===== config.mk =====
export PLATFORM = sky130hd
export DESIGN_NAME = spi_txn_scheduler
export DESIGN_NICKNAME = d
export VERILOG_FILES = /design/src/rtl/spi_sched_pkg.sv /design/src/rtl/spi_rr_arbiter.sv /design/src/rtl/spi_txn_scheduler.sv
export SDC_FILE = /design/constraint.sdc
export NUM_CORES = 1
export LEC_CHECK = 0
export CAP_MARGIN = 20
export CORE_UTILIZATION = 41
export CTS_CLUSTER_SIZE = 14
export DETAILED_ROUTE_END_ITERATION = 7
export PLACE_DENSITY = 0.92
export REMOVE_ABC_BUFFERS = 1
export SLEW_MARGIN = 40
export SYNTH_ARGS = -nofsm -noshare
export SYNTH_HDL_FRONTEND = slang
export SYNTH_SLANG_ARGS = --single-unit
export TNS_END_PERCENT = 5

===== constraint.sdc =====
create_clock -name i_sys_clk -period 2.75 [get_ports i_sys_clk]
set_input_delay 0.55 -clock i_sys_clk [delete_from_list [all_inputs] [get_ports i_sys_clk]]
set_output_delay 0.55 -clock i_sys_clk [all_outputs]
set_load 0.01 [all_outputs]

===== src/rtl/spi_sched_pkg.sv =====
// Shared types and default sizes for the SPI transaction scheduler.
// Optional watchdog is enabled with SPI_SCHED_TIMEOUT_EN.
package spi_sched_pkg;

    typedef enum logic [2:0] {
        IDLE,
        LOAD,
        START,
        WAIT,
        DONE
    } state_e;

    localparam int DEF_NUM_REQ     = 4;
    localparam int DEF_DATA_W      = 8;
    localparam int DEF_CFG_W       = 8;
    localparam int DEF_TIMEOUT_CYC = 1024;

endpackage


===== src/rtl/spi_rr_arbiter.sv =====
// Combinational round-robin pick: scans requests from ptr upward with wrap.
// The pointer register lives in the parent.
module spi_rr_arbiter
    import spi_sched_pkg::*;
#(
    parameter int NUM_REQ = DEF_NUM_REQ,
    localparam int IW = $clog2(NUM_REQ)
) (
    input  logic [NUM_REQ-1:0] req,
    input  logic [IW-1:0]      ptr,
    output logic [NUM_REQ-1:0] gnt,
    output logic [IW-1:0]      idx,
    output logic               valid
);

    logic [IW:0] pos;

    always_comb begin
        gnt   = '0;
        idx   = '0;
        valid = 1'b0;
        pos   = '0;
        for (int i = 0; i < NUM_REQ; i++) begin
            pos = {1'b0, ptr} + (IW+1)'(i);
            if (pos >= (IW+1)'(NUM_REQ)) begin
                pos = pos - (IW+1)'(NUM_REQ);
            end
            if (!valid && req[pos[IW-1:0]]) begin
                valid = 1'b1;
                idx   = pos[IW-1:0];
            end
        end
        if (valid) begin
            gnt[idx] = 1'b1;
        end
    end

endmodule


===== src/rtl/spi_txn_scheduler.sv =====
// Round-robin scheduler sharing one spi_module between NUM_REQ requesters.
// Define SPI_SCHED_TIMEOUT_EN to enable the WAIT-state watchdog.
module spi_txn_scheduler
    import spi_sched_pkg::*;
#(
    parameter int NUM_REQ     = DEF_NUM_REQ,
    parameter int DATA_W      = DEF_DATA_W,
    parameter int CFG_W       = DEF_CFG_W,
    parameter int TIMEOUT_CYC = DEF_TIMEOUT_CYC
) (
    input  logic                      i_sys_clk,
    input  logic                      i_sys_rst,
    input  logic [NUM_REQ-1:0]        i_req,
    input  logic [NUM_REQ*DATA_W-1:0] i_req_data,
    input  logic [NUM_REQ*CFG_W-1:0]  i_req_cfg,
    output logic [NUM_REQ-1:0]        o_gnt,
    output logic [NUM_REQ-1:0]        o_done,
    output logic [DATA_W-1:0]         o_rsp_data,
    output logic                      o_err,
    output logic                      o_busy,
    output logic [DATA_W-1:0]         o_spi_data,
    output logic [CFG_W-1:0]          o_spi_cfg,
    output logic                      o_spi_trans_en,
    input  logic                      i_spi_interrupt,
    input  logic [DATA_W-1:0]         i_spi_data
);

    localparam int IW = $clog2(NUM_REQ);

    state_e              state;
    state_e              state_nx;
    logic [NUM_REQ-1:0]  arb_gnt;
    logic [IW-1:0]       arb_idx;
    logic                arb_valid;
    logic [IW-1:0]       ptr;
    logic [IW-1:0]       win;
    logic [DATA_W-1:0]   data_q;
    logic [CFG_W-1:0]    cfg_q;
    logic [DATA_W-1:0]   rsp_q;
    logic                err_q;
    logic                int_q;
    logic                edge_hit;
    logic                tmo_hit;

    spi_rr_arbiter #(
        .NUM_REQ(NUM_REQ)
    ) u_arb (
        .req  (i_req),
        .ptr  (ptr),
        .gnt  (arb_gnt),
        .idx  (arb_idx),
        .valid(arb_valid)
    );

    assign edge_hit = (state == WAIT) && i_spi_interrupt && !int_q;

`ifdef SPI_SCHED_TIMEOUT_EN
    localparam int CW = $clog2(TIMEOUT_CYC + 1);

    logic [CW-1:0] wd_cnt;

    always_ff @(posedge i_sys_clk or negedge i_sys_rst) begin
        if (!i_sys_rst) begin
            wd_cnt <= '0;
        end else if (state == START) begin
            wd_cnt <= '0;
        end else if (state == WAIT) begin
            wd_cnt <= wd_cnt + 1'b1;
        end
    end

    assign tmo_hit = (state == WAIT) && (wd_cnt == CW'(TIMEOUT_CYC - 1));
`else
    logic unused_tmo;

    assign tmo_hit    = 1'b0;
    assign unused_tmo = (TIMEOUT_CYC > 0);
`endif

    always_comb begin
        state_nx = state;
        case (state)
            IDLE:    if (arb_valid) state_nx = LOAD;
            LOAD:    state_nx = START;
            START:   state_nx = WAIT;
            WAIT:    if (edge_hit || tmo_hit) state_nx = DONE;
            DONE:    state_nx = IDLE;
            default: state_nx = IDLE;
        endcase
    end

    always_ff @(posedge i_sys_clk or negedge i_sys_rst) begin
        if (!i_sys_rst) begin
            state  <= IDLE;
            ptr    <= '0;
            win    <= '0;
            data_q <= '0;
            cfg_q  <= '0;
            rsp_q  <= '0;
            err_q  <= 1'b0;
            int_q  <= 1'b0;
        end else begin
            state <= state_nx;
            int_q <= i_spi_interrupt;
            if (state == IDLE && arb_valid) begin
                win    <= arb_idx;
                data_q <= i_req_data[int'(arb_idx)*DATA_W +: DATA_W];
                cfg_q  <= i_req_cfg[int'(arb_idx)*CFG_W +: CFG_W];
            end
            // A real edge always beats a coincident timeout.
            if (edge_hit) begin
                rsp_q <= i_spi_data;
                err_q <= 1'b0;
            end else if (tmo_hit) begin
                rsp_q <= '0;
                err_q <= 1'b1;
            end
            if (state == DONE) begin
                ptr <= (win == IW'(NUM_REQ - 1)) ? '0 : win + 1'b1;
            end
        end
    end

    // Grant is combinational from i_req, so mask it while reset is held.
    assign o_gnt          = (state == IDLE && i_sys_rst) ? arb_gnt : '0;
    assign o_done         = (state == DONE) ? (NUM_REQ'(1) << win) : '0;
    assign o_err          = (state == DONE) && err_q;
    assign o_busy         = (state != IDLE);
    assign o_spi_trans_en = (state == START);
    assign o_spi_data     = data_q;
    assign o_spi_cfg      = cfg_q;
    assign o_rsp_data     = rsp_q;

endmodule


==> results by group <==
Outcome
  – Outcome: complete, but fails checks
  – Failing checks: DRC

Timing
  – Min cycle time layout: 2.562 ns
  – Clk_skew: 0.005238 ns
  – Total negative slack: 0 ns
  – Final period utilization: 93.15%
  – RSZ-0062 raised after global routing: no
  – F_max: 390.4 MHz
  – Endpoints failing hold: 0
  – Worst setup margin: 0.1883 ns
  – Endpoints failing setup: 0
  – Pins Over Slew Limit: 0

Synth
  – Seq/Total Area, Yosys: 41.40%
  – Yosys warns: 0
  – Flops & latches, synth: 32
  – Gate count after technology mapping: 195
  – Post-Syn Area: 0.001934 mm^2
  – Number of synthesized flops with an enable pin: 0
  – Mapped Avg Cell Area: 9.920 um^2
  – Cell variety after synth: 37
  – Top_reg_cell synth: dfrtp_1
  – Async set-reset flop share out of synthesis: 100.0%

Worst setup path
  – WP data required: 2.20 ns
  – Crit end category: output port
  – Worst Setup Path Type: in2out
  – Crit-path max FO: 7
  – Arr. time, crit path: 2.01 ns
  – Crit start category: input port

Floorplan
  – Chip height: 70.69 um
  – IO Count: 114
  – Core ar.: 0.004444 mm^2
  – Initial Util: 43.52%
  – Die X: 70.69 um
  – Die area: 0.004996 mm^2
  – Placement row count: 24

GRT
  – First-pass GRT wire length: 9.101 mm
  – GR Util met2: 43.59%
  – Gr ovfl total: 0
  – Met1 GRT Util: 25.52%
  – Total GRT Usage: 23.26%
  – Vias in the first global route: 2,060
  – Global routing usage on met3: 5.413%
  – Initial antenna violation count: 0
  – Largest net degree at the start of global routing: 23
  – Busiest grt layer: met2

Placement
  – Port buffer count: 112
  – Dpl hpwl: 4.441 mm
  – Post-place setup slack: -0.1598 ns
  – DP Area: 0.003161 mm^2
  – Gpl congestion: 0.8510

Power and ir drop
  – Power Total: 2.587 mW
  – PD cells: 789.7 mW/mm^2
  – Worst vdd ir: 425.9 uV
  – Leak: 1.438 nW

Cells and area
  – Design area: 0.003276 mm^2
  – Layout cells sized above 1: 17.76%
  – Multi-input logic area: 0.001028 mm^2
  – N_diodes: 0
  – Post-layout nets: 403
  – Area Growth Syn to Fin: 69.34%
  – Filler Cells Inserted: 322
  – Storage cell area: 800.8 um^2

Clock network
  – CTS Buf Count: 5
  – CTS H-tree depth: 2
  – CTS tree: yes
  – Hold_buf cts: 0
  – Post-CTS Setup Inserts: 0
  – Worst-path clk slew: 0.06 ns
  – Clock latency at the later pin of the worst-skew pair: 0.27 ns
  – Clock root cell: clkbuf_8
  – Clock Path Buffers: 2
  – Clk sinks: 32

Route
  – Total number of vias: 1,959
  – Average wire per cell in the routed design: 14.91 um
  – Starting DRT DRC Count: 86
  – Routed Antenna Nets: 0
  – First-pass DRT Iterations: 7
  – Vias per cell: 5.252
  – Total Wirelength: 5.562 mm
  – DRC viols: 14

Flow run
  – Max-Cap Viols: 0

Min path
  – Worst min path class: in2async
-- power by group --
part / total [mW] / leakage (nW) / switching [mW] / internal, mW
combinational: 1.37 / 1.02 / 0.588 / 0.786
clock: 0.366 / 0.0455 / 0.162 / 0.204
sequential: 0.847 / 0.370 / 0.156 / 0.692
total: 2.59 / 1.44 / 0.905 / 1.68
-- stage by stage --
step                      cells  hold slack [ns]  utilization [%]
after global routing        373           0.1048            73.71
after global placement      365           0.3904            71.11
final                       373           0.1122            73.71
after detailed placement    365           0.3950            71.11
after CTS                   373           0.1025            73.06
after floorplan             181           0.2544                -
-- worst paths after layout --
check / from / to / slack [ns] / depth (start not counted)
worst max-delay path: i_req[0] / o_gnt[2] / 0.19 / 6
worst min-delay path: i_sys_rst / o_spi_cfg[2] / 0.11 / 1
worst max register to register: ptr[1] / o_spi_cfg[3] / 0.75 / 6
worst min register to register: int_q / state[2] / 0.46 / 1
max in group asynchronous: i_sys_rst / o_rsp_data[3] / 2.18 / 2
min in group i_sys_clk: int_q / state[2] / 0.46 / 1
-- state kept, by name (all words and copies together) (netlist names) --
register and cells:
o_spi_cfg 8, state 3, ptr 2, int_q 1
win 2, o_rsp_data 8, o_spi_data 8
-- synthesized netlist by cell type, types with 4 or more instances --
cell      instances  share of area [%]
dfrtp_1          32                 41
mux2_2           23                 13
nor2_1           22                4.3
nand2_1          20                3.9
a22oi_1          16                6.2
a31oi_1          16                5.2
and3_1            8                2.6
clkbuf_1          6                1.2
inv_1             5               0.97
a21oi_1           4                1.0
buf_6             4                2.3
ha_1              4                2.6
mux2i_1           4                2.1
-- worst max-delay path, cell delays in order --
cell and delay, ns:
dlygate4sd2_1 0.32, a21oi_2 0.12, o21ai_0 0.09, a21boi_1 0.17, and4b_1 0.22, clkdlybuf4s50_1 0.54
-- cell usage in the layout, fill, tap and decap left out, drive strengths merged, types with 2 or more instances in the layout --
cell	netlist	final
nand2b	3	3
nor2	22	22
buf	5	21
mux2	23	23
clkbuf	9	8
ha	4	4
or2	2	2
mux2i	4	4
nor3b	2	2
a21o	2	2
a31oi	16	16
a21boi	2	2
dlymetal6s2s	0	4
nand2	20	20
dlygate4sd2	0	3
a21oi	4	4
inv	5	5
dfrtp	32	32
a22oi	16	16
and3	8	8
clkdlybuf4s50	0	104
o21ai	4	4
-- layer usage --
layer	up-vias	share of wire [%]
li1	950	-
met1	917	39
met2	84	52
met3	8	7.3
met4	0	1.7
met5	-	0
-- kinds of logic (layout without fill, tap and decap cells) --
family	after synthesis	count (layout)	share of synthesized area, %
simple gates	62	62	15.14
mux	27	27	15.46
buf+inv	19	145	6.533
compound gates	50	50	18.69
flops	32	32	41.40
other cells	1	1	0.1939
fa+ha+maj	4	4	2.587
-- final cells by class --
| cell class | count | share of cell area, % |
|---|---|---|
| Multi-Input combinational cell | 144 | 31.40 |
| Inverter | 5 | 0.5730 |
| Timing Repair Buffer | 132 | 38.85 |
| Sequential cell | 32 | 24.45 |
| Clock buffer | 8 | 2.750 |
| Tap cell | 52 | 1.986 |
-- what timing repair did --
item,in CTS,in global routing
endpoints found under the hold margin,0,0
gates resized for setup,4,7
cloned,0,0
pin swaps,0,1
setup endpoints to repair,4,2
(Power assumes the default switching activity.)
